## src/rtl/cpu_pkg.sv

```systemverilog
// Shared types and sizes for the CPU boot path: loader FSM states and data widths.
package cpu_pkg;

    localparam int unsigned MEMORY_SIZE_DEF = 32;
    localparam int unsigned WORD_W          = 16;
    localparam int unsigned BYTE_W          = 8;

    typedef enum logic [2:0] {
        WAIT_LEN,
        DATA_HI,
        DATA_LO,
        CSUM,
        DONE,
        ERR
    } loader_state_e;

endpackage

```

## src/rtl/byte_pair_packer.sv

```systemverilog
// Joins a high byte and a following low byte into one 16-bit word, emitted
// one cycle after the low byte with a single-cycle valid strobe.
module byte_pair_packer
    import cpu_pkg::*;
(
    input  logic              clk_i,
    input  logic              rst_i,
    input  logic [BYTE_W-1:0] data_i,
    input  logic              hi_we_i,
    input  logic              lo_we_i,
    output logic [WORD_W-1:0] word_o,
    output logic              word_valid_o
);

    logic [BYTE_W-1:0] hi_q, hi_d;
    logic [WORD_W-1:0] word_q, word_d;
    logic              valid_q, valid_d;

    always_comb begin
        hi_d    = hi_q;
        word_d  = word_q;
        valid_d = lo_we_i;
        if (hi_we_i) begin
            hi_d = data_i;
        end
        if (lo_we_i) begin
            word_d = {hi_q, data_i};
        end
    end

    always_ff @(posedge clk_i) begin
        if (rst_i) begin
            hi_q    <= '0;
            word_q  <= '0;
            valid_q <= 1'b0;
        end else begin
            hi_q    <= hi_d;
            word_q  <= word_d;
            valid_q <= valid_d;
        end
    end

    assign word_o       = word_q;
    assign word_valid_o = valid_q;

endmodule

```

## src/rtl/prog_loader.sv

```systemverilog
// Boot loader: takes a LEN-prefixed byte stream, writes 16-bit words to CPU memory
// and holds the CPU in reset until loaded. Define PROG_LOADER_CHECKSUM_EN for the trailing XOR byte.
module prog_loader
    import cpu_pkg::*;
#(
    parameter  int unsigned MEMORY_SIZE = MEMORY_SIZE_DEF,
    localparam int unsigned AW          = $clog2(MEMORY_SIZE)
) (
    input  logic              clk,
    input  logic              rst,
    input  logic [BYTE_W-1:0] in_data,
    input  logic              in_valid,
    output logic              in_ready,
    input  logic              reload,
    output logic              mem_we,
    output logic [AW-1:0]     mem_addr,
    output logic [WORD_W-1:0] mem_wdata,
    output logic              cpu_rst,
    output logic              load_done,
    output logic              load_error
);

    localparam logic [BYTE_W-1:0] MAX_LEN = BYTE_W'(MEMORY_SIZE);

    loader_state_e state_q, state_d;
    logic [AW:0]   len_q, len_d;
    logic [AW:0]   count_q, count_d;
    logic [AW:0]   count_inc;
    logic [AW-1:0] addr_q, addr_d;
    logic          cpu_rst_q, cpu_rst_d;
    logic          accept;
    logic          hi_we, lo_we;
`ifdef PROG_LOADER_CHECKSUM_EN
    logic [BYTE_W-1:0] csum_q, csum_d;
`endif

    assign in_ready  = (state_q != DONE) && (state_q != ERR);
    assign accept    = in_valid && in_ready;
    assign count_inc = count_q + 1'b1;

    always_comb begin
        state_d = state_q;
        len_d   = len_q;
        count_d = count_q;
        addr_d  = addr_q;
        hi_we   = 1'b0;
        lo_we   = 1'b0;
`ifdef PROG_LOADER_CHECKSUM_EN
        csum_d  = csum_q;
`endif
        // cpu_rst lags DONE by one cycle on entry but rises together with the reload
        cpu_rst_d = !((state_q == DONE) && !reload);

        case (state_q)
            WAIT_LEN: begin
                if (accept) begin
`ifdef PROG_LOADER_CHECKSUM_EN
                    csum_d = in_data;
`endif
                    if ((in_data == '0) || (in_data > MAX_LEN)) begin
                        state_d = ERR;
                    end else begin
                        len_d   = in_data[AW:0];
                        count_d = '0;
                        state_d = DATA_HI;
                    end
                end
            end
            DATA_HI: begin
                if (accept) begin
                    hi_we   = 1'b1;
`ifdef PROG_LOADER_CHECKSUM_EN
                    csum_d  = csum_q ^ in_data;
`endif
                    state_d = DATA_LO;
                end
            end
            DATA_LO: begin
                if (accept) begin
                    lo_we   = 1'b1;
                    addr_d  = count_q[AW-1:0];
                    count_d = count_inc;
`ifdef PROG_LOADER_CHECKSUM_EN
                    csum_d  = csum_q ^ in_data;
                    state_d = (count_inc == len_q) ? CSUM : DATA_HI;
`else
                    state_d = (count_inc == len_q) ? DONE : DATA_HI;
`endif
                end
            end
`ifdef PROG_LOADER_CHECKSUM_EN
            CSUM: begin
                if (accept) begin
                    state_d = (in_data == csum_q) ? DONE : ERR;
                end
            end
`endif
            DONE, ERR: begin
                if (reload) begin
                    state_d = WAIT_LEN;
                end
            end
            default: state_d = WAIT_LEN;
        endcase
    end

    always_ff @(posedge clk) begin
        if (rst) begin
            state_q   <= WAIT_LEN;
            len_q     <= '0;
            count_q   <= '0;
            addr_q    <= '0;
            cpu_rst_q <= 1'b1;
`ifdef PROG_LOADER_CHECKSUM_EN
            csum_q    <= '0;
`endif
        end else begin
            state_q   <= state_d;
            len_q     <= len_d;
            count_q   <= count_d;
            addr_q    <= addr_d;
            cpu_rst_q <= cpu_rst_d;
`ifdef PROG_LOADER_CHECKSUM_EN
            csum_q    <= csum_d;
`endif
        end
    end

    byte_pair_packer u_packer (
        .clk_i       (clk),
        .rst_i       (rst),
        .data_i      (in_data),
        .hi_we_i     (hi_we),
        .lo_we_i     (lo_we),
        .word_o      (mem_wdata),
        .word_valid_o(mem_we)
    );

    assign mem_addr   = addr_q;
    assign cpu_rst    = cpu_rst_q;
    assign load_done  = (state_q == DONE);
    assign load_error = (state_q == ERR);

endmodule

```

## config.mk

```make
export PLATFORM = sky130hd
export DESIGN_NAME = prog_loader
export DESIGN_NICKNAME = d
export VERILOG_FILES = /design/src/rtl/cpu_pkg.sv /design/src/rtl/byte_pair_packer.sv /design/src/rtl/prog_loader.sv
export SDC_FILE = /design/constraint.sdc
export NUM_CORES = 1
export LEC_CHECK = 0
export BUFFER_PORTS_ARGS = -buffer_cell sky130_fd_sc_hd__buf_2
export CAP_MARGIN = 20
export CORE_MARGIN = 8
export CORE_UTILIZATION = 40
export CTS_CLUSTER_SIZE = 16
export DETAILED_ROUTE_END_ITERATION = 10
export GPL_TIMING_DRIVEN = 0
export PLACE_DENSITY = 0.62
export SLEW_MARGIN = 5
export SYNTH_ARGS = -nofsm -noshare
export SYNTH_HDL_FRONTEND = slang
export SYNTH_SLANG_ARGS = --single-unit
export TNS_END_PERCENT = 20
```

## constraint.sdc

```tcl
create_clock -name clk -period 2.3 [get_ports clk]
set_input_delay 0.345 -clock clk [delete_from_list [all_inputs] [get_ports clk]]
set_output_delay 0.345 -clock clk [all_outputs]
set_load 0.01 [all_outputs]
```

==> flow_summary.yaml, run 1 <==
status:
  status: "finished clean"
clock_tree:
  cts_setup_buffers: 0
  cts_tree: "done"
  cts_resized: 0
  path_clk_slew_ns: 0.09
  clock-sinks: 46
  clk_latency_ns: 0.30
  holdBufCountCts: 0
  cts_buffers: 5
  h-tree-depth: 2
  clockBufferDepth: 2
  clockRootBuffer: "clkbuf_8"
floorplan:
  die-area_um2: 7320
  die_w_um: 85.6
  io_pins: 38
  dieHeight_um: 85.6
  fp.coreArea_um2: 4690
  initial_core_util_pct: 41.3
  rows: 25
hold_path:
  hold_class: "in -> reg"
  holdPathEnd: "cpu_rst"
  hold_path_depth: 3
  holdCritStartpoint: "reload"
route:
  drt_iter0_markers: 119
  vias: 1692
  antenna_left: 0
  wl_per_cell_um: 13.9
  drc: 0
  vias_per_cell: 5.04
  dr.pass1.iters: 4
  finalWirelength_um: 4660
finish:
  diodes: 0
  areaGrowthSynthToFinish_pct: 17.2
  multi_input_area_um2: 950
  final_util_pct: 48.4
  post_route_cells_drive_above_1_share_pct: 18.4
  fill_cells: 507
  nets: 294
  ff_latch_area_um2: 921
global_routing:
  antenna_found_initial: 0
  grt_pass1_vias: 1626
  grt_pass1_wl_um: 7900
  grt_max_degree: 15
  grt_util_all_layers_pct: 13.4
  gr-total-overflow: 0
power_and_ir_drop:
  power.total_mw: 1.50
  combPwrFrac_pct: 11.8
  clkPwrFrac_pct: 32.6
  max-vdd-ir-drop_uv: 291
  power.leakage_nw: 0.892
  p_int_mw: 1.09
  p_switching_mw: 0.410
  seq_power_share_pct: 55.6
  power.density_nw_per_um2: 662
  swShare_pct: 27.3
setup_path:
  cp_max_fo: 10
  critical_path.cell_chain: "nor2b_1, nand2_1, nor2_1, buf_2, nand2_1, a21oi_1"
  worst_setup_path_start_kind: "flop"
  r2r_cells: 6
  required_ns: 2.53
  cpPeakStageDelay_ns: 0.37
  r2r_start: "state_q[2]"
  worst_ep_arrival_time_ns: 2.12
  crit_type: "reg -> reg"
  cp_slowest_cell: "dfxtp_1"
  path_common_cell: "nand2_1"
  reg2reg_slack_ns: 0.41
  timing.rr.end: "mem_addr[2]"
  end_kind: "flop"
sta:
  finalSetupTns_ns: 0
  final-max-slew-violation-count: 0
  hold_violations: 0
  fin_skew_ns: 0.00714
  setup_viol: 0
  fin_crit_sh_pct: 82.2
  fmax_mhz: 529
  rsz0062_at_grt: "no"
  slew_headroom_pct: 61.9
  period_minus_slack_ns: 1.89
  tightest_slew_ns: 0.572
yosys:
  ys_seq_area_share_pct: 47.5
  syn_nets: 251
  synthCells: 238
  synth.area.top_cells: "dfxtp_1 48%, nand2_1 13%, a21oi_1 8.8%"
  synth_edf_count: 0
  ys_types: 39
  synth_top_area_cell: "dfxtp_1"
  ys.flop_type: "dfxtp_1"
  synth_seq_cells: 46
  avgSynthCellArea_um2: 8.14
  ys_async_sr_fraction_pct: 0
  synth_area_um2: 1940
  ys_warn_count: 0
  synth_top_area_share_pct: 47.5
placement:
  port_buffers: 36
  gp_congestion: 0.827
  dp_hpwl_um: 3440
run:
  drv_cap: 0
==> metal layers <==
metal / share of wire [%] / vias up / track usage, % / routed length (um)
li1: - / 893 / - / -
met1: 50 / 764 / 16.8 / 2310
met2: 45 / 30 / 21.6 / 2120
met3: 4.0 / 5 / 3.25 / 185
met4: 1.1 / 0 / 5.41 / 50
met5: 0 / - / 0 / 0
==> through the flow <==
stage | setup WS, ns | std cells | cell area, um2 | hold slack [ns]
finish | 0.410 | 336 | 2270 | 0.259
global route | 0.212 | 336 | 2270 | 0.272
CTS | 0.451 | 336 | 2270 | 0.246
detailed placement | 0.295 | 328 | 2180 | 0.445
global placement | 0.326 | 328 | 2180 | 0.441
floorplan | 0.600 | 238 | 1940 | 0.432
==> sequential cells by signal, indices dropped and copies added, names as in the netlist <==
register	flops
count_q	6
cpu_rst	1
len_q	6
mem_addr	5
state_q	3
u_packer.hi_q	8
u_packer.word_o	16
u_packer.word_valid_o	1
==> synthesized netlist by cell type, types with 2 or more instances <==
master     n
xor2_1     3
o21ai_1    3
inv_1      3
a21oi_1   34
o21a_1     2
mux2i_1    6
nand2_1   67
nor2_1    21
xnor2_1    5
o41ai_1    2
clkbuf_1   9
nand3_1    4
o311ai_1   2
and2_1     2
nor3_1     2
buf_2      2
and3_1     3
dfxtp_1   46
or3_1      2
==> power by group through the flow <==
stage	Clock, mW	Sequential, mW	Combinational, mW
global route	0.533	0.840	0.200
finish	0.490	0.835	0.178
floorplan	0	0.851	0.120
global placement	0	0.854	0.176
CTS	0.510	0.835	0.178
detailed placement	0	0.854	0.176
==> logic make-up after synthesis <==
group	synth area share, %
xor+xnor	3.62
flops	47.5
buf+inv	3.42
fa+ha+maj	0.646
mux	3.10
compound gates	16.1
simple gates	25.6
==> critical path: cells and delay by family, from the launching register on <==
kind	cells	cell delay, ns
buffers and inverters	1	0.29
AOI/OAI and AO/OA	1	0.14
and+or+nand+nor	4	1.02
DFF	1	0.37
==> final cells by class <==
cell class	count	area share, %
flip-flops and latches	46	40.6
repair buffers	36	7.93
well taps	54	2.98
clock buffers	6	3.20
plain buffers	12	2.42
inverters	3	0.496
clock inverters	2	0.606
multi-input cells	177	41.8
==> how the worst max path moves through the flow <==
stage | from | to | cells after the start
2_1_floorplan | in_data[0] | len_q[0] | 6
3_3_place_gp | in_valid | u_packer.word_o[8] | 7
3_5_place_dp | in_valid | u_packer.word_o[9] | 7
4_1_cts | state_q[2] | u_packer.word_o[9] | 6
5_1_grt | state_q[2] | mem_addr[2] | 6
6_report | state_q[2] | mem_addr[2] | 6
==> cells in the final DEF, fill, tap and decap left out, drive strengths merged, types with 3 or more instances in the layout <==
cell type,n
or3,3
nand3,4
o21ai,4
inv,3
nor2,22
clkbuf,15
dfxtp,46
a21oi,34
mux2i,6
buf,39
xor2,3
nand2,67
and3,3
xnor2,5
Note: power is estimated with default switching activity, not from simulation.
==> inputs of run 2 (changes only) <==
--- a/config.mk
+++ b/config.mk
@@ -12,7 +12,7 @@
 export CTS_CLUSTER_SIZE = 16
 export DETAILED_ROUTE_END_ITERATION = 10
 export GPL_TIMING_DRIVEN = 0
-export PLACE_DENSITY = 0.62
+export PLACE_DENSITY = 0.64
 export SLEW_MARGIN = 5
 export SYNTH_ARGS = -nofsm -noshare
 export SYNTH_HDL_FRONTEND = slang
==> constraint.sdc (replaced) <==
create_clock -name clk -period 1.6 [get_ports clk]
set_input_delay 0.24 -clock clk [delete_from_list [all_inputs] [get_ports clk]]
set_output_delay 0.24 -clock clk [all_outputs]
set_load 0.01 [all_outputs]
==> run 2 against run 1 <==
Compared with the run above: combinational power increased by 49%; die area unchanged; core utilization rose by 1.3 points; highest routed layer unchanged; count of clock-buffer cells in the layout did not move; flip-flop and latch count is the same; critical path type unchanged; fmax rose by 21%; critical path depth decreased by 1; wire length is 1.3% higher; sequential power up 44%.
==> flow_summary.yaml, run 2 (synthesized netlist as in run 1, its figures left out) <==
sta:
  hold_violations: 0
  rsz0062_at_grt: "yes"
  fmax_mhz: 640
  tightest_slew_ns: 0.570
  fin_crit_sh_pct: 97.6
  period_minus_slack_ns: 1.56
  fin_skew_ns: 0.00666
  setup_viol: 0
  slew_headroom_pct: 62.0
  hold_slack_ns: 0.161
  final-max-slew-violation-count: 0
setup_path:
  r2r_cells: 5
  end_kind: "flop"
  r2r_start: "state_q[0]"
  required_ns: 1.77
  crit_type: "reg -> reg"
  cp_max_fo: 6
  crit_start: "state_q[0]"
  worst_setup_path_start_kind: "flop"
  worst_ep_arrival_time_ns: 1.73
route:
  vias_per_cell: 5.11
  drc: 0
  finalWirelength_um: 4720
  drt_iter0_markers: 159
  antenna_left: 0
  vias: 1713
  dr.pass1.iters: 4
  wl_per_cell_um: 14.1
finish:
  final_util_pct: 49.7
  final_common_cell: "nand2_1"
  stdcell_area_um2: 2330
  largest_reg_flops: 16
  areaGrowthSynthToFinish_pct: 20.3
  nets: 293
  post_route_cells_drive_above_1_share_pct: 22.8
  diodes: 0
  fill_cells: 471
  final_cell_mix: "66 x nand2_1, 43 x dfxtp_1, 36 x buf_2, 34 x a21oi_1, 20 x nor2_1"
floorplan:
  die_w_um: 85.6
  rows: 25
  dieHeight_um: 85.6
  fp.coreArea_um2: 4690
  initial_core_util_pct: 41.3
  die-area_um2: 7320
  io_pins: 38
global_routing:
  grt_max_degree: 15
  grt_util_all_layers_pct: 13.7
  antenna_found_initial: 0
  gr-total-overflow: 0
  grt_pass1_vias: 1615
  grt_pass1_wl_um: 8010
clock_tree:
  holdBufCountCts: 0
  cts_buffers: 5
  clockBufferDepth: 2
  cts_setup_buffers: 0
  cts_tree: "done"
  clockRootBuffer: "clkbuf_8"
  clock-sinks: 46
  clk_latency_ns: 0.30
  path_clk_slew_ns: 0.08
  h-tree-depth: 2
status:
  status: "finished clean"
placement:
  placed_area_um2: 2180
  gp_congestion: 0.837
  port_buffers: 36
  dp_hpwl_um: 3470
hold_path:
  hold_path_depth: 3
  holdCritStartpoint: "reload"
  hold_class: "in -> reg"
power_and_ir_drop:
  max-vdd-ir-drop_uv: 518
  power.density_nw_per_um2: 1000
  power.leakage_nw: 0.905
run:
  drv_cap: 0
run 2: per-layer routing:
layer / vias up / share of wire [%] / global-route usage [%] / wire length [um]
met5: - / 0 / 0 / 0
met3: 5 / 5.1 / 4.20 / 241
met4: 0 / 1.1 / 4.30 / 53
met2: 39 / 45 / 21.2 / 2150
met1: 784 / 48 / 17.7 / 2280
li1: 885 / - / - / -
run 2: where the power goes:
group / internal, mW / leakage (nW) / switching [mW]
Sequential: 1.18 / 0.373 / 0.0283
Combinational: 0.0966 / 0.480 / 0.170
Clock: 0.466 / 0.0514 / 0.397
run 2: path summary, 6_finish.rpt:
path	end	slack (ns)
worst max register to register	len_q[3]	0.04
worst min-delay path	cpu_rst	0.16
worst min register to register	u_packer.word_o[7]	0.45
worst max-delay path	len_q[3]	0.04
run 2: critical path, stage by stage (launching register included):
cell and delay, ns:
dfxtp_2 0.36, or3_4 0.41, and4bb_1 0.29, buf_6 0.15, mux2i_1 0.18, nor2_1 0.05
run 2: what timing repair did:
action | in CTS | in global routing
endpoints found under the setup margin | 29 | 39
endpoints found under the hold margin | 0 | 0
resized for setup | 6 | 12
run 2: final cells by class:
cell class                      instances  area (um2)  area share [%]
Inverter                                3        11.3           0.483
Multi-Input combinational cell        177         975            41.8
Clock buffer                            6        72.6            3.11
Sequential cell                        46         927            39.8
Tap cell                               54        67.6            2.90
Clock inverter                          2        37.5            1.61
Timing Repair Buffer                   36         180            7.73
Buffer                                 11        60.1            2.58
run 2: metrics by stage:
step / TNS (ns) / setup WS (ns) / power (mW) / instances
floorplan: 0 / 0.00521 / 1.40 / 238
global placement: -6.89 / -0.259 / 1.48 / 328
detailed placement: -7.17 / -0.307 / 1.48 / 328
CTS: 0 / 0.0108 / 2.34 / 336
global route: -0.415 / -0.0519 / 2.44 / 335
finish: 0 / 0.0378 / 2.33 / 335
==> inputs of run 3 (changes only) <==
--- a/config.mk
+++ b/config.mk
@@ -16,5 +16,6 @@
 export SLEW_MARGIN = 5
 export SYNTH_ARGS = -nofsm -noshare
 export SYNTH_HDL_FRONTEND = slang
+export SYNTH_HIERARCHICAL = 1
 export SYNTH_SLANG_ARGS = --single-unit
 export TNS_END_PERCENT = 20
==> run 3 against run 2 <==
Compared with the run above: synthesized cell count shrank 11%; count of clock-buffer cells in the layout shrank 1; the run now ends with negative setup slack left; power shrank 2.6%; via count shrank 4.6%; non-clock buffer count grew 13; global-route usage shrank 0.82 points; setup slack lost 0.18 ns; flip-flop and latch count is the same; hold slack gained 0.0056 ns; sequential share of layout area shrank 3.7 points; clock power grew 0.9%.
==> flow_summary.yaml, run 3 <==
clock_tree:
  cts_buffers: 5
  clock-sinks: 46
  path_clk_slew_ns: 0.09
  clk_latency_ns: 0.30
  clockRootBuffer: "clkbuf_8"
  cts_tree: "done"
  holdBufCountCts: 0
  h-tree-depth: 2
  clockBufferDepth: 2
yosys:
  ys_seq_area_share_pct: 46.5
  synth.most_common_cell: "dfxtp_1"
  ys_warn_count: 6
  synth_compound_gate_area_share_pct: 9.16
  muxShareOfSynthArea_pct: 15.7
  synth_seq_cells: 46
  ys.flop_type: "dfxtp_1"
  avgSynthCellArea_um2: 9.34
  ys_types: 39
  synth_area_um2: 1980
  synthAdderAreaFrac_pct: 0.632
  synthXorXnorAreaFrac_pct: 3.54
  synth.area.top_cells: "dfxtp_1 46%, mux2i_1 16%, nor2_1 8.5%"
  synth_top_area_cell: "dfxtp_1"
  syn_nets: 225
  synth_top_family_by_area: "simple AND/OR/NAND/NOR gates"
  synth_common_cells: "46 x dfxtp_1, 45 x nor2_1, 31 x mux2i_1, 18 x nand2_1, 12 x a21oi_1"
  synth_top_area_share_pct: 46.5
  ys_async_sr_fraction_pct: 0
  synth_edf_count: 0
  synth-simple-area-share_pct: 19.5
  synthCells: 212
global_routing:
  gr-total-overflow: 0
  top_usage_layer: "met2"
  antenna_found_initial: 0
  grt_max_degree: 16
  grt_util_all_layers_pct: 12.9
  grt_util_met1_pct: 16.7
  grt_pass1_vias: 1560
  grt_util_met3_pct: 4.63
  grt_use_met2_pct: 19.3
  grt_pass1_wl_um: 7690
sta:
  period_minus_slack_ns: 1.74
  fin_skew_ns: 0.00841
  fin_crit_sh_pct: 109
  rsz0062_at_grt: "yes"
  fmax_mhz: 574
  tightest_slew_ns: 0.539
  setup_viol: 24
  final-max-slew-violation-count: 0
  finalSetupTns_ns: -1.98
  hold_violations: 0
  slew_headroom_pct: 64.1
  fin_ws_ns: -0.143
setup_path:
  cp_slowest_cell: "or3b_4"
  crit_type: "reg -> reg"
  critical_path.cell_chain: "or3b_4, or2_1, buf_6, inv_8, buf_12, buf_12, mux2i_2, nor2_1"
  r2r_start: "state_q[0]"
  cp_max_fo: 5
  required_ns: 1.80
  cpPeakStageDelay_ns: 0.39
  worst_ep_arrival_time_ns: 1.94
  critPathTopFamily: "simple AND/OR/NAND/NOR gates"
  crit_start: "state_q[0]"
  path_buf_inv: 4
  path_common_cell: "buf_12"
  worst_setup_path_start_kind: "flop"
  end_kind: "flop"
floorplan:
  rows: 25
  io_pins: 38
  dieHeight_um: 86.4
  initial_core_util_pct: 41.7
  die_w_um: 86.4
  fp.coreArea_um2: 4750
  die-area_um2: 7460
route:
  drc: 0
  wl_per_cell_um: 13.7
  vias_per_cell: 4.88
  drt_iter0_markers: 73
  antenna_left: 0
  dr.pass1.iters: 4
  vias: 1635
  finalWirelength_um: 4580
placement:
  gp_congestion: 0.789
  dpl.cell_count: 316
  dp_hpwl_um: 3070
  pre_cts_ws_ns: -0.650
  port_buffers: 37
finish:
  areaGrowthSynthToFinish_pct: 31.4
  stdcell_count: 335
  diodes: 0
  largest_reg_flops: 16
  post_route_cells_drive_above_1_share_pct: 33.6
  final_common_cell: "nor2_1"
  final_util_pct: 54.7
  final_cell_mix: "43 x nor2_1, 41 x buf_2, 40 x dfxtp_1, 30 x mux2i_1, 18 x nand2_1"
  nets: 280
run:
  drv_cap: 0
status:
  status: "finished, violations left"
  violations: "negative setup slack"
power_and_ir_drop:
  power.leakage_nw: 1.06
  max-vdd-ir-drop_uv: 476
  power.density_nw_per_um2: 873
hold_path:
  holdCritStartpoint: "reload"
  hold_class: "in -> reg"
run 3: cell types whose count changed in the layout (fill, tap and decap cells not counted), moves of 3 or more:
cell,delta
a21oi_1,-22
buf_2,+5
buf_4,+11
clkbuf_1,-4
clkbuf_2,-3
dfxtp_1,-3
dfxtp_4,+3
mux2i_1,+24
nand2_1,-48
nor2_1,+23
o21ai_1,-3
run 3: logic make-up (layout without fill, tap and decap cells):
family                     Yosys count  count (layout)
buffers and inverters               15              71
and+or+nand+nor                     85              85
adders and majority gates            1               1
xor gates and xnor gates             8               8
AOI/OAI and AO/OA                   26              26
muxes                               31              31
DFF                                 46              46
run 3: path summary, 6_finish.rpt:
| kind | end | slack [ns] | depth (start not counted) |
|---|---|---|---|
| max | u_packer/word_o[13] | -0.14 | 8 |
| min | cpu_rst | 0.17 | 3 |
| max reg2reg | u_packer/word_o[13] | -0.14 | 8 |
| min reg2reg | mem_addr[4] | 0.45 | 2 |
run 3: through the flow:
stage	total power [mW]	hold WS (ns)	area [um2]
floorplan	1.34	0.340	2000
global placement	1.40	0.439	2270
detailed placement	1.41	0.443	2270
CTS	2.31	0.154	2570
global route	2.37	0.168	2600
finish	2.27	0.166	2600
run 3: per-layer routing:
| metal | vias up | wire length [um] |
|---|---|---|
| met3 | 5 | 268 |
| met1 | 762 | 2200 |
| met4 | 0 | 57 |
| met5 | - | 0 |
| li1 | 831 | - |
| met2 | 37 | 2060 |
run 3: where the power goes:
part	switching [mW]	leakage, nW	internal, mW
logic	0.131	0.632	0.0968
registers	0.0108	0.376	1.16
clock network	0.407	0.0504	0.465
total	0.549	1.06	1.72
run 3: what timing repair did:
action	4_1_cts	5_1_grt
setup buffers	11	1
resized for setup	23	8
gates cloned	1	0
pin swaps	9	11
endpoints found under the setup margin	36	39
run 3: cell type report:
type / count / area, um2
fill: 447 / 2150
multi-input combinational: 151 / 1050
sequential: 46 / 938
timing repair buffer: 50 / 314
buffer: 10 / 86.3
tap: 67 / 83.8
clock buffer: 5 / 68.8
clock inverter: 3 / 45.0
inverter: 3 / 18.8
run 3: worst reg2reg max path, stage by stage, from the launching register on:
cell and delay, ns:
dfxtp_4 0.35, or3b_4 0.39, or2_1 0.22, buf_6 0.13, inv_8 0.05, buf_12 0.11, buf_12 0.12, mux2i_2 0.20
nor2_1 0.06
